$ cat src/rtl/fp_result_queue.sv
// Result FIFO behind the floating-point ALU: stores result, flags, op and IEEE-754 class per entry.
// Optional sticky flag accumulation is enabled by defining FP_STICKY_FLAGS_EN.
module fp_result_queue #(
    parameter  int DEPTH = 4,
    localparam int CW    = $clog2(DEPTH) + 1
) (
    input  logic          clk,
    input  logic          rst,
    input  logic          in_valid,
    output logic          in_ready,
    input  logic [31:0]   in_result,
    input  logic          in_carry,
    input  logic          in_overflow,
    input  logic          in_op,
    output logic          out_valid,
    input  logic          out_ready,
    output logic [31:0]   out_result,
    output logic          out_carry,
    output logic          out_overflow,
    output logic          out_op,
    output logic [3:0]    out_class,
    output logic [CW-1:0] count,
    input  logic          clr_sticky,
    output logic [3:0]    sticky
);

    localparam int AW = $clog2(DEPTH);

    typedef struct packed {
        logic [31:0] result;
        logic        carry;
        logic        overflow;
        logic        op;
        logic [3:0]  cls;
    } entry_t;

    // Class bits are {nan, inf, denorm, zero}; a normal number leaves all four clear.
    function automatic logic [3:0] classify(input logic [31:0] value);
        logic [7:0]  exp_field;
        logic [22:0] man_field;
        logic        exp_zero;
        logic        exp_ones;
        logic        man_zero;
        exp_field = value[30:23];
        man_field = value[22:0];
        exp_zero  = (exp_field == 8'h00);
        exp_ones  = (exp_field == 8'hFF);
        man_zero  = (man_field == 23'd0);
        return {exp_ones & ~man_zero, exp_ones & man_zero,
                exp_zero & ~man_zero, exp_zero & man_zero};
    endfunction

    entry_t          mem_reg [DEPTH];
    logic [AW-1:0]   wr_ptr_reg;
    logic [AW-1:0]   wr_ptr_next;
    logic [AW-1:0]   rd_ptr_reg;
    logic [AW-1:0]   rd_ptr_next;
    logic [CW-1:0]   count_reg;
    logic [CW-1:0]   count_next;
    logic            full;
    logic            empty;
    logic            push;
    logic            pop;
    entry_t          in_entry;
    entry_t          head;
    logic [DEPTH-1:0] wr_sel;
    logic [DEPTH-1:0] rd_sel;

    assign full     = (count_reg == CW'(DEPTH));
    assign empty    = (count_reg == '0);
    assign push     = in_valid && !full;
    assign pop      = !empty && out_ready;

    assign in_entry.result   = in_result;
    assign in_entry.carry    = in_carry;
    assign in_entry.overflow = in_overflow;
    assign in_entry.op       = in_op;
    assign in_entry.cls      = classify(in_result);

    // Per-slot write and release strobes decoded from the pointers.
    generate
        for (genvar gi = 0; gi < DEPTH; gi++) begin : g_slot_sel
            assign wr_sel[gi] = push && (wr_ptr_reg == AW'(gi));
            assign rd_sel[gi] = pop  && (rd_ptr_reg == AW'(gi));
        end
    endgenerate

    // A popped slot is zeroed so an empty queue always presents zero data at the head.
    // Write and release never target the same slot: that needs empty (no pop) or full (no push).
    always_ff @(posedge clk) begin
        for (int i = 0; i < DEPTH; i++) begin
            if (rst) begin
                mem_reg[i] <= '0;
            end else if (wr_sel[i]) begin
                mem_reg[i] <= in_entry;
            end else if (rd_sel[i]) begin
                mem_reg[i] <= '0;
            end
        end
    end

    always_comb begin
        wr_ptr_next = wr_ptr_reg;
        rd_ptr_next = rd_ptr_reg;
        count_next  = count_reg;
        if (push) begin
            wr_ptr_next = wr_ptr_reg + AW'(1);
        end
        if (pop) begin
            rd_ptr_next = rd_ptr_reg + AW'(1);
        end
        case ({push, pop})
            2'b10:   count_next = count_reg + CW'(1);
            2'b01:   count_next = count_reg - CW'(1);
            default: count_next = count_reg;
        endcase
    end

    always_ff @(posedge clk) begin
        if (rst) begin
            wr_ptr_reg <= '0;
            rd_ptr_reg <= '0;
            count_reg  <= '0;
        end else begin
            wr_ptr_reg <= wr_ptr_next;
            rd_ptr_reg <= rd_ptr_next;
            count_reg  <= count_next;
        end
    end

    assign head         = mem_reg[rd_ptr_reg];
    assign out_valid    = !empty;
    assign in_ready     = !full;
    assign out_result   = head.result;
    assign out_carry    = head.carry;
    assign out_overflow = head.overflow;
    assign out_op       = head.op;
    assign out_class    = head.cls;
    assign count        = count_reg;

`ifdef FP_STICKY_FLAGS_EN
    logic [3:0] sticky_reg;
    logic [3:0] sticky_next;

    // A push in the same cycle as a clear still contributes its own flags.
    always_comb begin
        sticky_next = sticky_reg;
        if (push) begin
            sticky_next = (clr_sticky ? 4'b0000 : sticky_reg)
                        | {in_overflow, in_carry, in_entry.cls[3], in_entry.cls[2]};
        end else if (clr_sticky) begin
            sticky_next = 4'b0000;
        end
    end

    always_ff @(posedge clk) begin
        if (rst) begin
            sticky_reg <= 4'b0000;
        end else begin
            sticky_reg <= sticky_next;
        end
    end

    assign sticky = sticky_reg;
`else
    logic unused_clr_sticky;
    assign unused_clr_sticky = clr_sticky;
    assign sticky            = 4'b0000;
`endif

endmodule

$ cat config.mk
export PLATFORM = sky130hd
export DESIGN_NAME = fp_result_queue
export DESIGN_NICKNAME = d
export VERILOG_FILES = /design/src/rtl/fp_result_queue.sv
export SDC_FILE = /design/constraint.sdc
export NUM_CORES = 1
export LEC_CHECK = 0
export BUFFER_PORTS_ARGS = -buffer_cell sky130_fd_sc_hd__buf_2
export CELL_PAD_IN_SITES_DETAIL_PLACEMENT = 0
export CELL_PAD_IN_SITES_GLOBAL_PLACEMENT = 2
export CORE_AREA = 5 5 153 155
export DETAILED_ROUTE_END_ITERATION = 12
export DIE_AREA = 0 0 158 160
export PLACE_DENSITY_LB_ADDON = 0.05
export SLEW_MARGIN = 20
export SYNTH_ARGS = -nofsm -noshare
export SYNTH_HDL_FRONTEND = slang
export SYNTH_SLANG_ARGS = --single-unit
$ cat constraint.sdc
create_clock -name clk -period 3.8 [get_ports clk]
set_clock_uncertainty 0.2 [all_clocks]
set_input_delay 0.95 -clock clk [delete_from_list [all_inputs] [get_ports clk]]
set_output_delay 0.95 -clock clk [all_outputs]
set_load 0.02 [all_outputs]
==> reports/metrics.csv <==
stage,metric,value,unit
timing,fin. max-slew vios,0,
routing,DRC viols,0,
routing,drt initial violations,179,
place,DP Worst Slack,0.710,ns
grt,grt total ovfl,0,
synth,synth cell count leaders,"156 x edfxtp_1, 141 x and2_1, 39 x mux4_2",
floorplan,Die ar.,25300,µm²
power,Net Sw Frac,0.308,
routing,Total Wirelength,18300,µm
outcome,status,"finished, final reports clean",
worst_setup_path,CP Data Arrival Time,1.94,ns
timing,RSZ-0062 raised after global routing,false,
synth,syn_area_per_cell,16.1,µm²
synth,most frequent cell after synthesis,edfxtp_1,
worst_setup_path,endpoint type of the worst setup path,output port,
timing,post-route setup TNS,0,ns
floorplan,core area,21700,µm²
synth,Post-synth EDFFs,156,
clock_tree,clock tree buffer depth,2,
cells_and_area,multi-input logic area,2390,µm²
synth,Post-Synth Simple-Gate Area,0.154,
synth,"Top FF cell, synth",edfxtp_1,
cells_and_area,Layout area overhead,17.5,%
timing,worst slew pin tran,1.05,ns
cells_and_area,Nets,601,
power,Power Density,654,nW/µm²
place,gpl congestion,0.729,
min_path,Min-Delay Path Class,register to register,
routing,DR pass1 iterations,4,
synth,top post-synthesis cells by area,"edfxtp_1 62%, and2_1 12%, mux4_2 12%",
synth,post-synth top area cell,edfxtp_1,
synth,mux cell area share after synthesis,0.118,
place,Cells after DPL,812,
routing,post-route ant nets,0,
cells_and_area,Fillers,2000,
power,net load switching power,1.79,mW
clock_tree,# H-tree levels,4,
synth,xor/xnor share of the synthesized area,0.00348,
worst_setup_path,Worst Setup Start Kind,register,
clock_tree,clock root cell,clkbuf_16,
timing,FMAX,323,MHz
power,sequential power share,0.414,
clock_tree,later-pin clock latency in the skew report,0.42,ns
synth,post-synthesis sequential area ratio,0.644,
floorplan,io pins,88,
cells_and_area,Final Non-Filler Cells,844,
grt,number of global-route vias before repair,4516,
cells_and_area,max reg flops,156,
synth,post-synth top area share,0.620,
synth,adder-cell share of the synthesized area,0.0176,
floorplan,Die Y,160,µm
clock_tree,post-CTS resize count,0,
worst_setup_path,Setup CP Type,register to output port,
worst_setup_path,reg-to-reg critical path startpoint,count[2],
floorplan,Site Rows,54,
routing,Via Count,4152,
timing,Finish-stage setup viols,0,
timing,worst hold slack,0.348,ns
clock_tree,cts bufs inserted,17,
place,HPWL after detailed placement,11100,µm
timing,relative slew slack,0.302,
synth,largest family of logic cells by synthesized area,simple AND/OR/NAND/NOR gates,
synth,Cells after Synth,468,
cells_and_area,final core utilization,0.409,
synth,asr flop ratio synth,0,
timing,fin worst setup slack,0.709,ns
synth,Yosys warnings,0,
grt,first-pass GRT wire length,27900,µm
power,Pint,4.02,mW
power,clock network power share,0.313,
routing,DR vias/cell,4.92,
worst_setup_path,WP data required,2.65,ns
timing,fin crit period,3.09,ns
routing,WL per Instance,21.7,µm
grt,initial antenna violation count,1,
grt,Total Routing Usage GR,0.149,
synth,post-synthesis compound-gate area fraction,0.0202,
floorplan,Die Width,158,µm
run,Max-Cap Viols,0,
synth,Yosys cell types,35,
power,Max rail drop VDD,0.276,mV
timing,crit share post-route,0.814,
clock_tree,CTS tree,yes,
grt,largest net degree at the start of global routing,40,
worst_setup_path,CP Max Fanout,24,
power,Logic pwr share,0.273,
place,Port Buf Inserts,82,
min_path,hold wc startpoint,count[2],
cells_and_area,share of cells above drive strength 1,0.321,
cells_and_area,Storage cell area,4870,µm²
clock_tree,clock-pin slew on the worst setup and hold paths,0.07,ns
timing,"Hold Vio Cnt, Final",0,
clock_tree,hold_buf cts,0,
power,Leak,3.33,nW
synth,Post-Syn Area,7550,µm²
floorplan,Initial Util,0.348,
cells_and_area,ant diodes,0,
clock_tree,Post-CTS Setup Repair Bufs,0,
clock_tree,Clock Sinks,165,
synth,Yosys reg bits,165,
-- final cells by class --
class                      count  share of cell area
sequential                   165               0.548
clock inverter                15              0.0217
clock buffer                  17              0.0479
multi-input combinational    262               0.269
tap                          280              0.0395
inverter                       8             0.00338
timing repair buffer          97              0.0702
-- cell usage in the layout (no fill, tap or decap), types with 4 or more instances in the layout --
cell	count
conb_1	4
nor4_1	11
buf_12	8
a21oi_1	4
and4b_1	4
buf_2	82
nor2_1	6
buf_4	7
inv_6	5
nor3_1	5
nand4b_1	4
edfxtp_1	156
dfxtp_1	7
mux4_2	39
inv_1	8
ha_1	9
a211oi_1	8
nand4_1	4
a221o_2	4
clkbuf_16	17
and2_1	141
-- metal layers --
| metal | track usage | share of wire | vias to the layer above |
|---|---|---|---|
| met1 | 0.199 | 0.45 | 2148 |
| met3 | 0.0319 | 0.034 | 18 |
| met2 | 0.250 | 0.51 | 63 |
| met5 | 0 | 0.00071 | - |
| li1 | - | - | 1921 |
| met4 | 0.0361 | 0.0087 | 2 |
-- critical path, stage by stage, from the launching register on --
cell     delay, ns
dfxtp_2       0.68
buf_12        0.28
mux4_2        0.35
buf_2         0.18
-- per-stage QoR --
| stage | cell area [µm²] | total power [mW] |
|---|---|---|
| 2_1_floorplan | 7560 | 3.51 |
| 3_3_place_gp | 8260 | 4.07 |
| 3_5_place_dp | 8260 | 4.09 |
| 4_1_cts | 8870 | 5.91 |
| 5_1_grt | 8870 | 6.10 |
| 6_report | 8870 | 5.80 |
-- path summary, 6_finish.rpt --
path	endpoint	slack, ns	depth (start not counted)
setup reg to reg	count[2]	1.06	9
hold reg to reg	count[2]	0.35	2
hold / removal	count[2]	0.35	2
setup / recovery	out_result[31]	0.71	3
-- power by group through the flow --
stage / registers [mW] / clock network (mW) / logic, mW
finish: 2.40 / 1.82 / 1.58
global route: 2.44 / 1.94 / 1.72
CTS: 2.41 / 1.86 / 1.64
detailed placement: 2.45 / 0 / 1.64
global placement: 2.44 / 0 / 1.63
floorplan: 2.41 / 0 / 1.10
-- cells by family after synthesis --
group | count (synthesis)
XOR/XNOR | 3
other | 1
AO/OA/AOI/OAI | 20
adder cells (fa/ha/maj) | 10
AND/OR/NAND/NOR | 185
buffers and inverters | 44
flip-flops | 165
multiplexers | 40
No activity file was read; power rests on OpenSTA's default activity.
